[src/rtl/ocx_dlx_tx_gb_pkg.sv]
// Shared types and constants for the DLX TX gearbox control sequencer.
package ocx_dlx_tx_gb_pkg;

  localparam int         CNT_W     = 16;
  localparam logic [6:0] SEQ_MAX   = 7'd65;
  localparam logic [5:0] STALL_SEQ = 6'd32;

  typedef enum logic [2:0] {
    IDLE,
    PAT_A,
    PAT_B,
    SYNC,
    TRAIN,
    RUN,
    FAILED
  } gb_state_e;

  typedef struct packed {
    logic gb_reset;
    logic tx_zeros;
    logic tx_a;
    logic tx_b;
    logic tx_sync;
    logic train;
    logic done;
    logic failed;
  } gb_ctl_t;

  // States covered by the training timeout.
  function automatic logic in_training(input gb_state_e s);
    return (s == PAT_A) || (s == PAT_B) || (s == SYNC) || (s == TRAIN);
  endfunction

  function automatic gb_state_e next_train_state(input gb_state_e s);
    gb_state_e n;
    case (s)
      PAT_A:   n = PAT_B;
      PAT_B:   n = SYNC;
      SYNC:    n = TRAIN;
      TRAIN:   n = RUN;
      default: n = s;
    endcase
    return n;
  endfunction

  // Gearbox control word for a given state; exactly one select outside IDLE.
  function automatic gb_ctl_t state_ctl(input gb_state_e s);
    gb_ctl_t c;
    c = '0;
    case (s)
      IDLE: begin
        c.gb_reset = 1'b1;
        c.tx_zeros = 1'b1;
      end
      PAT_A:  c.tx_a    = 1'b1;
      PAT_B:  c.tx_b    = 1'b1;
      SYNC:   c.tx_sync = 1'b1;
      TRAIN:  c.train   = 1'b1;
      RUN:    c.done    = 1'b1;
      FAILED: begin
        c.tx_zeros = 1'b1;
        c.failed   = 1'b1;
      end
      default: c = '0;
    endcase
    return c;
  endfunction

endpackage

[src/rtl/ocx_dlx_tx_gb_seq_cnt.sv]
// Gearbox sequence counter 0..65 with registered stall slot and frame-boundary pulse.
module ocx_dlx_tx_gb_seq_cnt
  import ocx_dlx_tx_gb_pkg::*;
(
  input  logic       clk,
  input  logic       rst,
  input  logic       run,
  output logic [6:0] seq,
  output logic       stall,
  output logic       bnd
);

  logic [6:0] seq_nxt;

  // Held at zero while not running so the first active cycle starts a fresh frame.
  always_comb begin
    seq_nxt = 7'd0;
    if (run && (seq != SEQ_MAX)) begin
      seq_nxt = seq + 7'd1;
    end
  end

  always_ff @(posedge clk or posedge rst) begin
    if (rst) begin
      seq   <= 7'd0;
      stall <= 1'b0;
    end else begin
      seq   <= seq_nxt;
      stall <= (seq_nxt[6:1] == STALL_SEQ);
    end
  end

  assign bnd = (seq == SEQ_MAX);

endmodule

[src/rtl/ocx_dlx_tx_gb_ctl.sv]
// DLX TX gearbox control sequencer: training walk, frame-aligned state changes, timeout/failure.
// EDPL inject handshake is built only when OCX_DLX_TX_GB_CTL_EDPL_EN is defined.
module ocx_dlx_tx_gb_ctl
  import ocx_dlx_tx_gb_pkg::*;
#(
  parameter logic [CNT_W-1:0] PAT_MIN_CYC   = 16'd128,
  parameter logic [CNT_W-1:0] SYNC_CYC      = 16'd66,
  parameter logic [CNT_W-1:0] TRAIN_TIMEOUT = 16'hFFFF
) (
  input  logic       dlx_clk,
  input  logic       dlx_reset,
  input  logic       start_train,
  input  logic       rx_pattern_a_det,
  input  logic       rx_pattern_b_det,
  input  logic       rx_link_up,
  input  logic       orx_otx_train_failed,
  output logic [6:0] ctl_gb_seq,
  output logic       ctl_gb_stall,
  output logic       ctl_gb_reset,
  output logic       ctl_gb_train,
  output logic       ctl_gb_tx_zeros,
  output logic       ctl_gb_tx_a_pattern,
  output logic       ctl_gb_tx_b_pattern,
  output logic       ctl_gb_tx_sync_pattern,
  output logic       train_done,
  output logic       train_failed,
  input  logic       cfg_edpl_ena,
  input  logic       cfg_edpl_inj_req,
  input  logic       qb_hwwe,
  output logic       edpl_ena,
  output logic       edpl_inj
);

  gb_state_e        state;
  gb_state_e        state_nxt;
  gb_ctl_t          ctl_q;
  logic [CNT_W-1:0] dwell;
  logic [CNT_W-1:0] tmo;
  logic             pend_idle;
  logic             pend_adv;
  logic             seq_run;
  logic             bnd;
  logic             adv_now;
  logic             idle_now;
  logic             want_idle;
  logic             want_adv;
  logic             fail_now;
  logic             sync_done;
  logic             tmo_hit;

  function automatic logic [CNT_W-1:0] sat_inc(input logic [CNT_W-1:0] v);
    return (v == '1) ? v : v + CNT_W'(1);
  endfunction

  assign seq_run = (state != IDLE);

  ocx_dlx_tx_gb_seq_cnt u_seq_cnt (
    .clk   (dlx_clk),
    .rst   (dlx_reset),
    .run   (seq_run),
    .seq   (ctl_gb_seq),
    .stall (ctl_gb_stall),
    .bnd   (bnd)
  );

  // Counts include the current cycle, so SYNC lasts SYNC_CYC cycles and the
  // timeout fires after TRAIN_TIMEOUT cycles of training.
  assign sync_done = (({1'b0, dwell} + 17'd1) >= {1'b0, SYNC_CYC});
  assign tmo_hit   = (({1'b0, tmo} + 17'd1) >= {1'b0, TRAIN_TIMEOUT});

  always_comb begin
    adv_now  = 1'b0;
    idle_now = 1'b0;
    case (state)
      PAT_A: begin
        adv_now  = (dwell >= PAT_MIN_CYC) && rx_pattern_a_det;
        idle_now = !start_train;
      end
      PAT_B: begin
        adv_now  = (dwell >= PAT_MIN_CYC) && rx_pattern_b_det;
        idle_now = !start_train;
      end
      SYNC: begin
        adv_now  = sync_done;
        idle_now = !start_train;
      end
      TRAIN: begin
        adv_now  = rx_link_up;
        idle_now = !start_train;
      end
      RUN:     idle_now = !start_train || !rx_link_up;
      FAILED:  idle_now = !start_train;
      default: idle_now = 1'b0;
    endcase
  end

  // Mid-frame conditions are latched as pending and acted on at the frame boundary.
  assign want_idle = pend_idle | idle_now;
  assign want_adv  = pend_adv | adv_now;
  assign fail_now  = ((in_training(state) || (state == RUN)) && orx_otx_train_failed) ||
                     (in_training(state) && tmo_hit);

  always_comb begin
    state_nxt = state;
    if (state == IDLE) begin
      if (start_train) begin
        state_nxt = PAT_A;
      end
    end else if (fail_now) begin
      state_nxt = FAILED;
    end else if (bnd) begin
      if (want_idle) begin
        state_nxt = IDLE;
      end else if (want_adv) begin
        state_nxt = next_train_state(state);
      end
    end
  end

  always_ff @(posedge dlx_clk or posedge dlx_reset) begin
    if (dlx_reset) begin
      state     <= IDLE;
      ctl_q     <= state_ctl(IDLE);
      dwell     <= '0;
      tmo       <= '0;
      pend_idle <= 1'b0;
      pend_adv  <= 1'b0;
    end else begin
      state <= state_nxt;
      ctl_q <= state_ctl(state_nxt);
      if (state_nxt != state) begin
        dwell     <= '0;
        pend_idle <= 1'b0;
        pend_adv  <= 1'b0;
      end else begin
        dwell     <= sat_inc(dwell);
        pend_idle <= want_idle;
        pend_adv  <= want_adv;
      end
      // Timeout spans the whole PAT_A..TRAIN walk, not a single state.
      if (in_training(state_nxt) && in_training(state)) begin
        tmo <= sat_inc(tmo);
      end else begin
        tmo <= '0;
      end
    end
  end

  assign ctl_gb_reset           = ctl_q.gb_reset;
  assign ctl_gb_tx_zeros        = ctl_q.tx_zeros;
  assign ctl_gb_tx_a_pattern    = ctl_q.tx_a;
  assign ctl_gb_tx_b_pattern    = ctl_q.tx_b;
  assign ctl_gb_tx_sync_pattern = ctl_q.tx_sync;
  assign ctl_gb_train           = ctl_q.train;
  assign train_done             = ctl_q.done;
  assign train_failed           = ctl_q.failed;

`ifdef OCX_DLX_TX_GB_CTL_EDPL_EN
  logic edpl_ena_q;
  logic edpl_inj_q;

  // Inject request is held until the gearbox acknowledges; extra requests are dropped.
  always_ff @(posedge dlx_clk or posedge dlx_reset) begin
    if (dlx_reset) begin
      edpl_ena_q <= 1'b0;
      edpl_inj_q <= 1'b0;
    end else begin
      edpl_ena_q <= cfg_edpl_ena;
      if (state_nxt != RUN) begin
        edpl_inj_q <= 1'b0;
      end else if (edpl_inj_q) begin
        if (qb_hwwe) begin
          edpl_inj_q <= 1'b0;
        end
      end else if (cfg_edpl_inj_req && edpl_ena_q && (state == RUN)) begin
        edpl_inj_q <= 1'b1;
      end
    end
  end

  assign edpl_ena = edpl_ena_q;
  assign edpl_inj = edpl_inj_q;
`else
  logic edpl_unused;
  assign edpl_unused = ^{cfg_edpl_ena, cfg_edpl_inj_req, qb_hwwe};
  assign edpl_ena    = 1'b0;
  assign edpl_inj    = 1'b0;
`endif

endmodule

[config.mk]
export PLATFORM = sky130hd
export DESIGN_NAME = ocx_dlx_tx_gb_ctl
export DESIGN_NICKNAME = d
export VERILOG_FILES = /design/src/rtl/ocx_dlx_tx_gb_pkg.sv /design/src/rtl/ocx_dlx_tx_gb_seq_cnt.sv /design/src/rtl/ocx_dlx_tx_gb_ctl.sv
export SDC_FILE = /design/constraint.sdc
export NUM_CORES = 1
export LEC_CHECK = 0
export CORE_UTILIZATION = 45
export CTS_CLUSTER_SIZE = 28
export DETAILED_ROUTE_END_ITERATION = 12
export SYNTH_ARGS = -nofsm -noshare
export SYNTH_HDL_FRONTEND = slang
export SYNTH_SLANG_ARGS = --single-unit
[constraint.sdc]
create_clock -name dlx_clk -period 3.3 [get_ports dlx_clk]
set_input_delay 0.99 -clock dlx_clk [delete_from_list [all_inputs] [get_ports dlx_clk]]
set_output_delay 0.99 -clock dlx_clk [all_outputs]
set_load 0.02 [all_outputs]
==> flow_metrics.env <==
export IMPL_async_reset_ff_share_pct=100.0
export IMPL_finalInstanceArea_um2=4229
export IMPL_maxCapViolations=0
export IMPL_track_usage_pct=20.79
export IMPL_synth_area_top_cells="dfrtp_1, xnor2_1, nand2_1, nor2_1, nor3_1"
export IMPL_pre_cts_ws_ps=-318.6
export IMPL_ys_seq_area_share_pct=36.71
export IMPL_gp_congestion=0.8686
export IMPL_grt_max_degree=34
export IMPL_postRouteAntennaNets=0
export IMPL_wl_mm=8.250
export IMPL_worstPathArrival_ps=3360
export IMPL_syn_cell_area_um2=3620
export IMPL_slew_violations=0
export IMPL_grt_pass1_vias=2824
export IMPL_synth_edf_count=0
export IMPL_cts_root_buf="clkbuf_8"
export IMPL_avgSynthCellArea_um2=9.305
export IMPL_fin_skew_ps=9.814
export IMPL_hold_buffers=0
export IMPL_p_per_area_nw_per_um2=254.4
export IMPL_p_leak_nw=1.624
export IMPL_fin_ws_ps=181.3
export IMPL_status="complete, no violations"
export IMPL_instances_no_fill=531
export IMPL_slew_limit_headroom_pct=60.65
export IMPL_avgRoutedWirePerCell_um=15.54
export IMPL_tritoncts="done"
export IMPL_io_pins=28
export IMPL_drt_iter0_drc=166
export IMPL_diodes=0
export IMPL_start_util_pct=46.60
export IMPL_clk_latency_ps=310
export IMPL_die_w_um=91.69
export IMPL_peakVddDrop_mv=0.1724
export IMPL_yosys_most_used_dff="dfrtp_1"
export IMPL_required_ps=3550
export IMPL_core_area_um2=7767
export IMPL_area_delta_synth_final_pct=16.83
export IMPL_antenna_found_initial=0
export IMPL_fp_dieArea_um2=8406
export IMPL_yosys_top_cells_count="dfrtp_1, nand2_1, nor2_1"
export IMPL_synth_top_area_share_pct=35.26
export IMPL_drc=0
export IMPL_post_synth_top_count_cell="dfrtp_1"
export IMPL_path_clk_slew_ps=100
export IMPL_place_hpwl_mm=5.833
export IMPL_gr_total_overflow=0
export IMPL_finalCriticalPeriod_ps=3119
export IMPL_busiest_layer="met2"
export IMPL_portBuffers=22
export IMPL_rsz0062_at_grt="false"
export IMPL_finalSetupViolCount=0
export IMPL_max_freq_mhz=320.7
export IMPL_path_class="in -> reg"
export IMPL_grt_first_pass_wirelength_mm=14.04
export IMPL_layout_drive_gt1_share_pct=19.81
export IMPL_hold_path_class="reg -> reg"
export IMPL_dr_pass1_iters=5
export IMPL_cts_max_level=2
export IMPL_vias=3069
export IMPL_met1_usage_pct=29.67
export IMPL_timing_hold_ws_ps=551.2
export IMPL_finalCritPeriodShare_pct=94.51
export IMPL_end_kind="flip-flop"
export IMPL_synth_seq_cells=53
export IMPL_avgViaCountPerCell=5.780
export IMPL_hold_viol_final=0
export IMPL_yosys_area_top_type="dfrtp_1"
export IMPL_total_power_mw=1.076
export IMPL_yosysWarningCount=0
export IMPL_use_met2_pct=33.02
export IMPL_syn_inst=389
export IMPL_dp_cells=517
export IMPL_crit_path_start_kind="input pin"
export IMPL_place_area_um2=4059
export IMPL_clkSinkCount=53
export IMPL_path_max_fanout=16
export IMPL_cts_buffers=5
export IMPL_rows=32
export IMPL_worst_pin_slew_ps=588.6
export IMPL_die_h_um=91.69
export IMPL_clockBufferDepth=2
export IMPL_grt_util_met3_pct=2.819
export IMPL_synth_distinct_cells=75
export IMPL_nets=445
-- kinds of logic (layout without fill, tap and decap cells) --
kind of cell               Yosys count  after routing  synth area share (%)
and+or+nand+nor                    167            167                 26.24
adders and majority gates            7              7                 2.420
other                                1              2                0.1036
AOI/OAI and AO/OA                   91             91                 21.36
muxes                                2              2                0.5876
DFF                                 53             53                 36.71
xor gates and xnor gates            29             29                 7.017
buffers and inverters               39             78                 5.565
-- final cells by class --
type	count	area, um2
Fill cell	717	3538
Multi-Input combinational cell	298	2110
Sequential cell	53	1329
Timing Repair Buffer	53	503.0
Tap cell	102	127.6
Clock buffer	6	82.58
Inverter	17	63.81
Clock inverter	2	13.76
-- what timing repair did --
action / in CTS / in global routing
resized for setup: 0 / 4
buffers inserted: 0 / 6
setup endpoints to repair: 0 / 27
-- registers in the layout (all words and copies together), names as in the netlist, 3 cells and up --
signal,flops
state,3
dwell,16
tmo,16
u_seq_cnt.seq,7
-- metal layers --
layer	wire length (um)	up-vias
li1	-	1506
met1	3972	1493
met2	3904	62
met3	272	8
met4	100	0
met5	0	-
-- power by group --
part,internal [mW],switching (mW)
sequential,0.649,0.0000000000804
clock,0.171,0.225
combinational,0.0118,0.0191
total,0.832,0.244
-- worst max-delay path, cell delays in order --
cell and delay [ps]:
clkdlybuf4s50_1 410, and3b_1 180, a31oi_1 170, o31ai_2 110, and4b_1 280, nand3_1 160
buf_4 200, a221o_1 370, a21o_4 300, a21oi_1 170
-- metrics by stage --
stage	TNS, ps	utilization (%)
3_5_place_dp	-8058	52.26
3_3_place_gp	-7240	52.26
4_1_cts	0	53.50
2_1_floorplan	0	-
5_1_grt	0	54.45
6_report	0	54.45
-- final timing paths --
path	slack (ps)	cells after the start	end	from
worst max-delay path	180	10	tmo[13]	rx_pattern_b_det
worst min register to register	550	1	u_seq_cnt.seq[0]	u_seq_cnt.seq[0]
min in group asynchronous	1010	2	dwell[14]	dlx_reset
max in group asynchronous	1670	3	ctl_gb_reset	dlx_reset
worst min-delay path	550	1	u_seq_cnt.seq[0]	u_seq_cnt.seq[0]
worst max register to register	240	10	tmo[13]	dwell[1]
-- cell usage in the layout (no fill, tap or decap), drive strengths merged, types with 3 or more instances in the layout --
cell type	count
clkdlybuf4s50	22
nand4	13
inv	17
o21ai	15
dfrtp	51
nand2	31
o211ai	6
a2111oi	3
and2	4
a311oi	3
buf	30
a21oi	23
nand2b	4
ha	7
a221oi	3
xnor2	18
a21o	3
nor4	11
and3	10
nor2b	3
nor3	27
xor2	11
or3	5
clkbuf	7
a211oi	10
o31a	3
nor2	27
nand3	20
No activity file was read; power rests on OpenSTA's default activity.
